`src/rtl/sig_multadd_acc.sv`:
```
`default_nettype none
// ============================================================================
// sig_multadd_acc : N-lane multiply-add with a 4-stage pipelined accumulator
// Revision        : 1.0 - initial release
// ============================================================================
module sig_multadd_acc #(
  parameter int WIDTH_A      = 16,
  parameter int WIDTH_B      = 16,
  parameter int NUM_MULT     = 4,
  parameter int RESULT_WIDTH = 40,
  parameter int SATURATE     = 0
) (
  input  logic                          clock,
  input  logic                          aclr_n,
  input  logic                          ena,
  input  logic                          in_valid,
  input  logic [NUM_MULT*WIDTH_A-1:0]   dataa,
  input  logic [NUM_MULT*WIDTH_B-1:0]   datab,
  input  logic                          sgn,
  input  logic                          accum,
  output logic                          out_valid,
  output logic [RESULT_WIDTH-1:0]       result,
  output logic                          overflow
);

  localparam int c_prod_w = WIDTH_A + WIDTH_B + 1;
  localparam int c_lvls   = $clog2(NUM_MULT);
  localparam int c_sum_w  = c_prod_w + c_lvls;
  localparam int c_leaves = 1 << c_lvls;
  localparam int c_nx_w   = RESULT_WIDTH + 1;

  // ---------------- stage 1 : input registers ----------------
  logic                        r_v1, r_sgn1, r_acc1;
  logic [NUM_MULT*WIDTH_A-1:0] r_a1;
  logic [NUM_MULT*WIDTH_B-1:0] r_b1;

  always_ff @(posedge clock or negedge aclr_n) begin
    if (!aclr_n) begin
      r_v1   <= 1'b0;
      r_sgn1 <= 1'b0;
      r_acc1 <= 1'b0;
      r_a1   <= '0;
      r_b1   <= '0;
    end else if (ena) begin
      r_v1   <= in_valid;
      r_sgn1 <= sgn;
      r_acc1 <= accum;
      r_a1   <= dataa;
      r_b1   <= datab;
    end
  end

  // ---------------- stage 2 : lane products ----------------
  // Operands are widened to the full product width so a plain signed
  // multiply serves both signed and unsigned lanes without overflow.
  logic signed [c_prod_w-1:0] w_prod [NUM_MULT];
  logic signed [c_prod_w-1:0] r_prod [NUM_MULT];
  logic                       r_v2, r_sgn2, r_acc2;

  for (genvar i = 0; i < NUM_MULT; i++) begin : g_lane
    logic                       w_sa, w_sb;
    logic signed [c_prod_w-1:0] w_ax, w_bx;
    assign w_sa      = r_sgn1 & r_a1[i*WIDTH_A + WIDTH_A - 1];
    assign w_sb      = r_sgn1 & r_b1[i*WIDTH_B + WIDTH_B - 1];
    assign w_ax      = {{(WIDTH_B+1){w_sa}}, r_a1[i*WIDTH_A +: WIDTH_A]};
    assign w_bx      = {{(WIDTH_A+1){w_sb}}, r_b1[i*WIDTH_B +: WIDTH_B]};
    assign w_prod[i] = w_ax * w_bx;
  end

  always_ff @(posedge clock or negedge aclr_n) begin
    if (!aclr_n) begin
      r_v2   <= 1'b0;
      r_sgn2 <= 1'b0;
      r_acc2 <= 1'b0;
      for (int i = 0; i < NUM_MULT; i++) r_prod[i] <= '0;
    end else if (ena) begin
      r_v2   <= r_v1;
      r_sgn2 <= r_sgn1;
      r_acc2 <= r_acc1;
      for (int i = 0; i < NUM_MULT; i++) r_prod[i] <= w_prod[i];
    end
  end

  // ---------------- stage 3 : balanced adder tree ----------------
  for (genvar l = 0; l <= c_lvls; l++) begin : g_lvl
    localparam int c_n = c_leaves >> l;
    logic signed [c_sum_w-1:0] w_s [c_n];
    if (l == 0) begin : g_leaf
      for (genvar j = 0; j < c_n; j++) begin : g_in
        if (j >= NUM_MULT) begin : g_pad
          assign w_s[j] = '0;
        end else if (c_sum_w > c_prod_w) begin : g_ext
          assign w_s[j] = {{(c_sum_w-c_prod_w){r_prod[j][c_prod_w-1]}}, r_prod[j]};
        end else begin : g_eq
          assign w_s[j] = r_prod[j];
        end
      end
    end else begin : g_add
      for (genvar j = 0; j < c_n; j++) begin : g_pair
        assign w_s[j] = g_lvl[l-1].w_s[2*j] + g_lvl[l-1].w_s[2*j+1];
      end
    end
  end

  logic signed [c_sum_w-1:0] r_sum;
  logic                      r_v3, r_sgn3, r_acc3;

  always_ff @(posedge clock or negedge aclr_n) begin
    if (!aclr_n) begin
      r_v3   <= 1'b0;
      r_sgn3 <= 1'b0;
      r_acc3 <= 1'b0;
      r_sum  <= '0;
    end else if (ena) begin
      r_v3   <= r_v2;
      r_sgn3 <= r_sgn2;
      r_acc3 <= r_acc2;
      r_sum  <= g_lvl[c_lvls].w_s[0];
    end
  end

  // ---------------- stage 4 : accumulate / saturate ----------------
  logic [RESULT_WIDTH-1:0] r_result;
  logic                    r_out_valid, r_ovf;
  logic [c_nx_w-1:0]       w_base, w_sumx, w_next;
  logic                    w_ovf;
  logic [RESULT_WIDTH-1:0] w_res;

  // The lane sum is always a correct two's-complement value (unsigned sums
  // never reach its top bit), so only the accumulator extension follows sgn.
  always_comb begin
    w_base = '0;
    if (r_acc3) w_base = {r_sgn3 & r_result[RESULT_WIDTH-1], r_result};
    w_sumx = {{(c_nx_w-c_sum_w){r_sum[c_sum_w-1]}}, r_sum};
    w_next = w_base + w_sumx;
    w_ovf  = r_sgn3 ? (w_next[RESULT_WIDTH] ^ w_next[RESULT_WIDTH-1])
                    : w_next[RESULT_WIDTH];
    w_res  = w_next[RESULT_WIDTH-1:0];
    if (w_ovf && (SATURATE != 0)) begin
      if (!r_sgn3)                  w_res = '1;
      else if (w_next[RESULT_WIDTH]) w_res = {1'b1, {(RESULT_WIDTH-1){1'b0}}};
      else                          w_res = {1'b0, {(RESULT_WIDTH-1){1'b1}}};
    end
  end

  always_ff @(posedge clock or negedge aclr_n) begin
    if (!aclr_n) begin
      r_out_valid <= 1'b0;
      r_result    <= '0;
      r_ovf       <= 1'b0;
    end else if (ena) begin
      r_out_valid <= r_v3;
      if (r_v3) begin
        r_result <= w_res;
        if (w_ovf)        r_ovf <= 1'b1;
        else if (!r_acc3) r_ovf <= 1'b0;
      end
    end
  end

  assign out_valid = r_out_valid;
  assign result    = r_result;
  assign overflow  = r_ovf;

endmodule
`default_nettype wire

```
`config.mk`:
```
export PLATFORM = sky130hd
export DESIGN_NAME = sig_multadd_acc
export DESIGN_NICKNAME = d
export VERILOG_FILES = /design/src/rtl/sig_multadd_acc.sv
export SDC_FILE = /design/constraint.sdc
export NUM_CORES = 2
export LEC_CHECK = 0
export CORE_UTILIZATION = 26
export DETAILED_ROUTE_END_ITERATION = 7
export GPL_ROUTABILITY_DRIVEN = 0
export PLACE_DENSITY = 0.43
export SLEW_MARGIN = 40
export SYNTH_ARGS = -nofsm -noshare
export SYNTH_HDL_FRONTEND = slang
export SYNTH_SLANG_ARGS = --single-unit
```
`constraint.sdc`:
```
create_clock -name clock -period 17.1 [get_ports clock]
set_input_delay 3.42 -clock clock [delete_from_list [all_inputs] [get_ports clock]]
set_output_delay 3.42 -clock clock [all_outputs]
set_load 0.02 [all_outputs]
```
Word level (Yosys, flattened, before mapping). Cells that the tools add are included. Widths: inputs -> output; s select.

Multiply operators: 4. Add/subtract/negate cells: 4. Multiplexer cells: 4. Bitwise operators: 10. Reductions and logical operators: 2. Equality and inequality tests: 1.

Operator list (number): $mul 17x17->33 (4); $add 33x33->34 (2); $add 41x41->41 (1); $mux 41 (1); $add 34x34->35 (1); $and 1x1->1 (9); $mux 1 (3); $reduce_and 3->1 (1); $ne 2x1->1 const B (1); $reduce_and 2->1 (1); $xor 1x1->1 (1).

Register bits after elaboration: 346. Logic and storage cells: 44.

Logic depth before layout (Yosys ltp).
Depth after elaboration: 7. Depth in mapped cells: 28. Depth with buffers taken out: 26.

Least setup slack after synthesis. OpenSTA, ideal clock, no wires.

Path type: reg-to-reg. From: register r_sgn1. To: register r_prod (netlist bit g_lvl[0].w_s[136]). Library setup time: 0.125 ns. Setup slack: 10.621 ns. Data required time: 16.975 ns. Path buffers: 2. Period minus slack after synthesis: 6.479 ns. Arrival time: 6.354 ns. Cell stages (with the launch flop): 28. Cell sequence: dfrtp_1 -> clkbuf_1 -> and2_1 -> clkbuf_1 -> nand2_1 -> inv_1 -> fa_1 -> inv_1 -> fa_1 -> inv_1 -> fa_1 -> fa_1 -> fa_1 -> inv_1 -> fa_1 -> inv_1 -> ha_1 -> a21o_1 -> a21o_1 -> a21oi_1 -> o21bai_1 -> a21oi_1 -> o21bai_1 -> a221oi_2 -> o21ai_0 -> a21oi_1 -> xnor2_1 -> mux2_2.

Cells in the longest elaborated chain, start to end: 2. Elaborated cells on any way between the ends: 3. Classes of those cells: mul (1); bitwise (2).

RTL lines: start, declared (line 33) `logic r_v1, r_sgn1, r_acc1;`; start signal, assigned (line 46) `r_sgn1 <= sgn;`; $and 1x1->1 (on tied branches) (line 63, 64); $mul 17x17->33 (*) (line 67) `assign w_prod[i] = w_ax * w_bx;`; end, declared (line 57) `logic signed [c_prod_w-1:0] r_prod [NUM_MULT];`.

Every way passes the cells marked *; elsewhere a longest branch is shown, timed or not. A chain may end at the register's enable or synchronous reset.

Final worst setup path.
From: register r_sgn1. To: register r_prod (netlist bit g_lvl[0].w_s[100]).

Same word-level chain as after synthesis.

==> results by group <==
Synth
  – Seq cells post-synth: 346
  – Top cell type's share of synthesized area: approximately two fifths
  – Cell area after synthesis: 59900 µm²
  – Area leader, netlist: fa_1
  – Mapped Cells: 6064
  – Synth async-reset ratio: 100%
  – EDFF count, synth: 0
  – Top_reg_cell synth: dfrtp_1
  – Seq/Total Area, Yosys: 14.4%
  – YS warnings: 0
  – Library cells used by synthesis: 71
  – Mean post-synth cell area: 9.89 µm²
  – Top cells by area, synth: fa_1 41%, dfrtp_1 14%, ha_1 8.5%, inv_1 8.0%, and2_1 5.5%
  – Syn_nets: 7832

Global route
  – First-pass GRT wire length: around 270000 µm
  – Total global routing track utilization: between 10% and 20%
  – Largest net degree at the start of global routing: 115
  – Vias in the first global route: ~45k
  – Initial antenna violation count: 13
  – Final global-route overflow total: 0

Worst setup path
  – Crit Path Max Fanout: 39
  – Slowest cell on the critical path: nand2_1
  – CP Cell Sequence: buf_4 > nand2_1 > or2_2 > fa_1 > fa_1 > inv_1 > fa_1 > fa_1 > fa_1 > inv_1 > fa_1 > inv_1 > ha_1 > nand2_1 > a2111oi_0 > nor2_1 > o21ai_1 > a21oi_1 > o211ai_1 > a21oi_1 > xnor2_1 > mux2_2
  – Startpoint Class: flop
  – Crit end category: flop
  – CP required: ~18 ns
  – Critical path origin: r_sgn1
  – Crit Reg-Reg Startpoint: r_sgn1
  – WP data arrival: around 8.0 ns
  – WS Path Type: flop to flop
  – Most frequent CP cell: fa_1
  – CP peak stage delay: 0.52 ns

Timing
  – Slew Viols, Final: 0
  – RSZ-0062 raised after global routing: no
  – Final period util: 43.1%
  – Relative slew slack: 40.4%
  – Max Freq: 0.136 GHz
  – Slew @ Worst Pin: 0.894 ns
  – Final setup violation count: 0
  – Setup ws final: 9.72 ns
  – Final Hold Viols: 0
  – Fin Setup TNS: 0 ns
  – Clk_skew: 0.0660 ns
  – Final Critical Period: 7.38 ns

Clocking
  – CTS Sinks: roughly 350
  – CTS tree: yes
  – Clock latency on the worst-skew pair: 0.74 ns
  – CTS root buf: clkbuf_16
  – CTS resizes: 0
  – Longest Clk Path Bufs: 3
  – Clk pin slew, worst setup/hold paths: roughly 0.07 ns
  – CTS buffer count: 50
  – Cts hold-fix bufs: 0
  – CTS H-tree depth: 2
  – Post-CTS setup repair buffer count: 0

Place
  – Port bufs: 175
  – Dpl ws: slightly below 10 ns
  – DP HPWL: ~140000 µm

Final layout
  – Multi-input logic area: 45600 µm²
  – Fin util: approximately 29%
  – Area grow syn2layout: 11.3%
  – Layout filler cell count: 24.0k
  – Sequential Area: between 8000 and 9000 µm²
  – Layout Nets: between 7k and 8k
  – Layout cells sized above 1: 7.68%

Min path
  – Hold WC Path Type: flop to flop
  – Hold path startpoint: result[3]

Floorplan
  – I/O pin count: 176
  – Row count: 175
  – Die Wd: between 400 and 500 µm
  – Core ar.: 228000 µm²
  – Initial Util: 26.3%
  – Die H: about 480 µm
  – Die ar.: 232000 µm²

Detailed routing
  – DR WL met2: 79100 µm
  – 1st-pass router iterations: 5
  – # DRC: 0
  – Remaining antenna violation count: 0
  – Vias: 40.4k
  – Metal3 WL: approximately 5700 µm
  – Top routing layer in use: met5
  – DRT iter0 DRCs: 2104
  – WL per Instance: ~19 µm
  – Routed metal-1 wirelength: between 80000 and 90000 µm
  – Total Wirelength: 169000 µm
  – Routed vias/inst: 4.41

Flow run
  – Max-cap violations: 0

Outcome
  – Outcome: finished clean
-- worst max-delay path, delay by kind of cell, from the launching register on --
| family | cells | cell delay [ns] |
|---|---|---|
| mux | 1 | 0.26 |
| fa+ha+maj | 7 | 3.17 |
| flops | 1 | 0.35 |
| simple gates | 4 | 1.18 |
| xor+xnor | 1 | 0.14 |
| compound gates | 5 | 1.49 |
| buf+inv | 4 | 0.64 |
-- cell usage after synthesis (74+ instances only) --
cell / instances
inv_1: 1283
fa_1: 1228
nand2_1: 704
and2_1: 525
ha_1: 406
dfrtp_1: 346
mux2_2: 266
clkbuf_1: 227
a21oi_1: 171
xnor2_1: 152
nor2_1: 120
o21ai_0: 100
a21o_1: 74
-- state kept, by name, indices dropped and copies added, names as in the netlist --
name	flops
g_lvl.w_s	132
r_a1	64
r_b1	64
result	40
r_sum	35
out_valid	1
overflow	1
r_acc1	1
r_acc2	1
r_acc3	1
r_sgn1	1
r_sgn2	1
r_sgn3	1
r_v1	1
r_v2	1
r_v3	1
-- cells in the final DEF, fill, tap and decap left out, drive strengths merged, types with 74 or more instances in the layout --
| master | n |
|---|---|
| nor2 | 120 |
| a21oi | 176 |
| o21ai | 112 |
| fa | 1228 |
| dfrtp | 346 |
| xnor2 | 152 |
| inv | 1288 |
| and2 | 525 |
| clkdlybuf4s50 | 173 |
| nand2 | 704 |
| mux2 | 266 |
| a21o | 74 |
| ha | 406 |
-- per-stage QoR --
stage / instances / hold WS, ns / cell area (µm²)
final: 9146 / 0.502 / 66700
after detailed placement: 9051 / 0.493 / 64900
after floorplan: 6064 / 0.458 / 59900
after global routing: 9145 / 0.525 / 66700
after CTS: 9143 / 0.506 / 66700
after global placement: 9049 / 0.490 / 64900
-- routing by layer --
| metal | track usage [%] | up-vias |
|---|---|---|
| li1 | - | 18440 |
| met1 | 21.5 | 21130 |
| met2 | 24.7 | 632 |
| met3 | 1.60 | 166 |
| met4 | 3.65 | 10 |
| met5 | 0 | - |
-- path summary, 6_finish.rpt --
path | endpoint | slack, ns | depth (start not counted)
hold reg to reg | result[3] | 0.50 | 2
hold / removal | result[3] | 0.50 | 2
min in group asynchronous | r_b1[27] | 2.64 | 1
setup reg to reg | g_lvl[0].w_s[100] | 9.72 | 22
setup / recovery | g_lvl[0].w_s[100] | 9.72 | 22
max in group asynchronous | r_a1[62] | 12.36 | 4
-- cell families after synthesis --
| family | share of synthesized area, % |
|---|---|
| AO/OA/AOI/OAI | 5.86 |
| XOR/XNOR | 3.05 |
| buffers and inverters | 9.47 |
| flip-flops | 14.4 |
| adder cells (fa/ha/maj) | 49.5 |
| multiplexers | 5.01 |
| AND/OR/NAND/NOR | 12.7 |
-- area by class of cell --
type / instances / area share, %
Antenna cell: 2 / 0.00750
Clock buffer: 63 / 2.04
Clock inverter: 29 / 0.559
Inverter: 1283 / 7.22
Multi-Input combinational cell: 4205 / 68.4
Sequential cell: 346 / 13.0
Tap cell: 3009 / 5.64
Timing Repair Buffer: 209 / 3.11
Power is left out: the tool's default activity adds up to more than one toggle a clock period on the data nets, which glitch-free logic cannot reach.
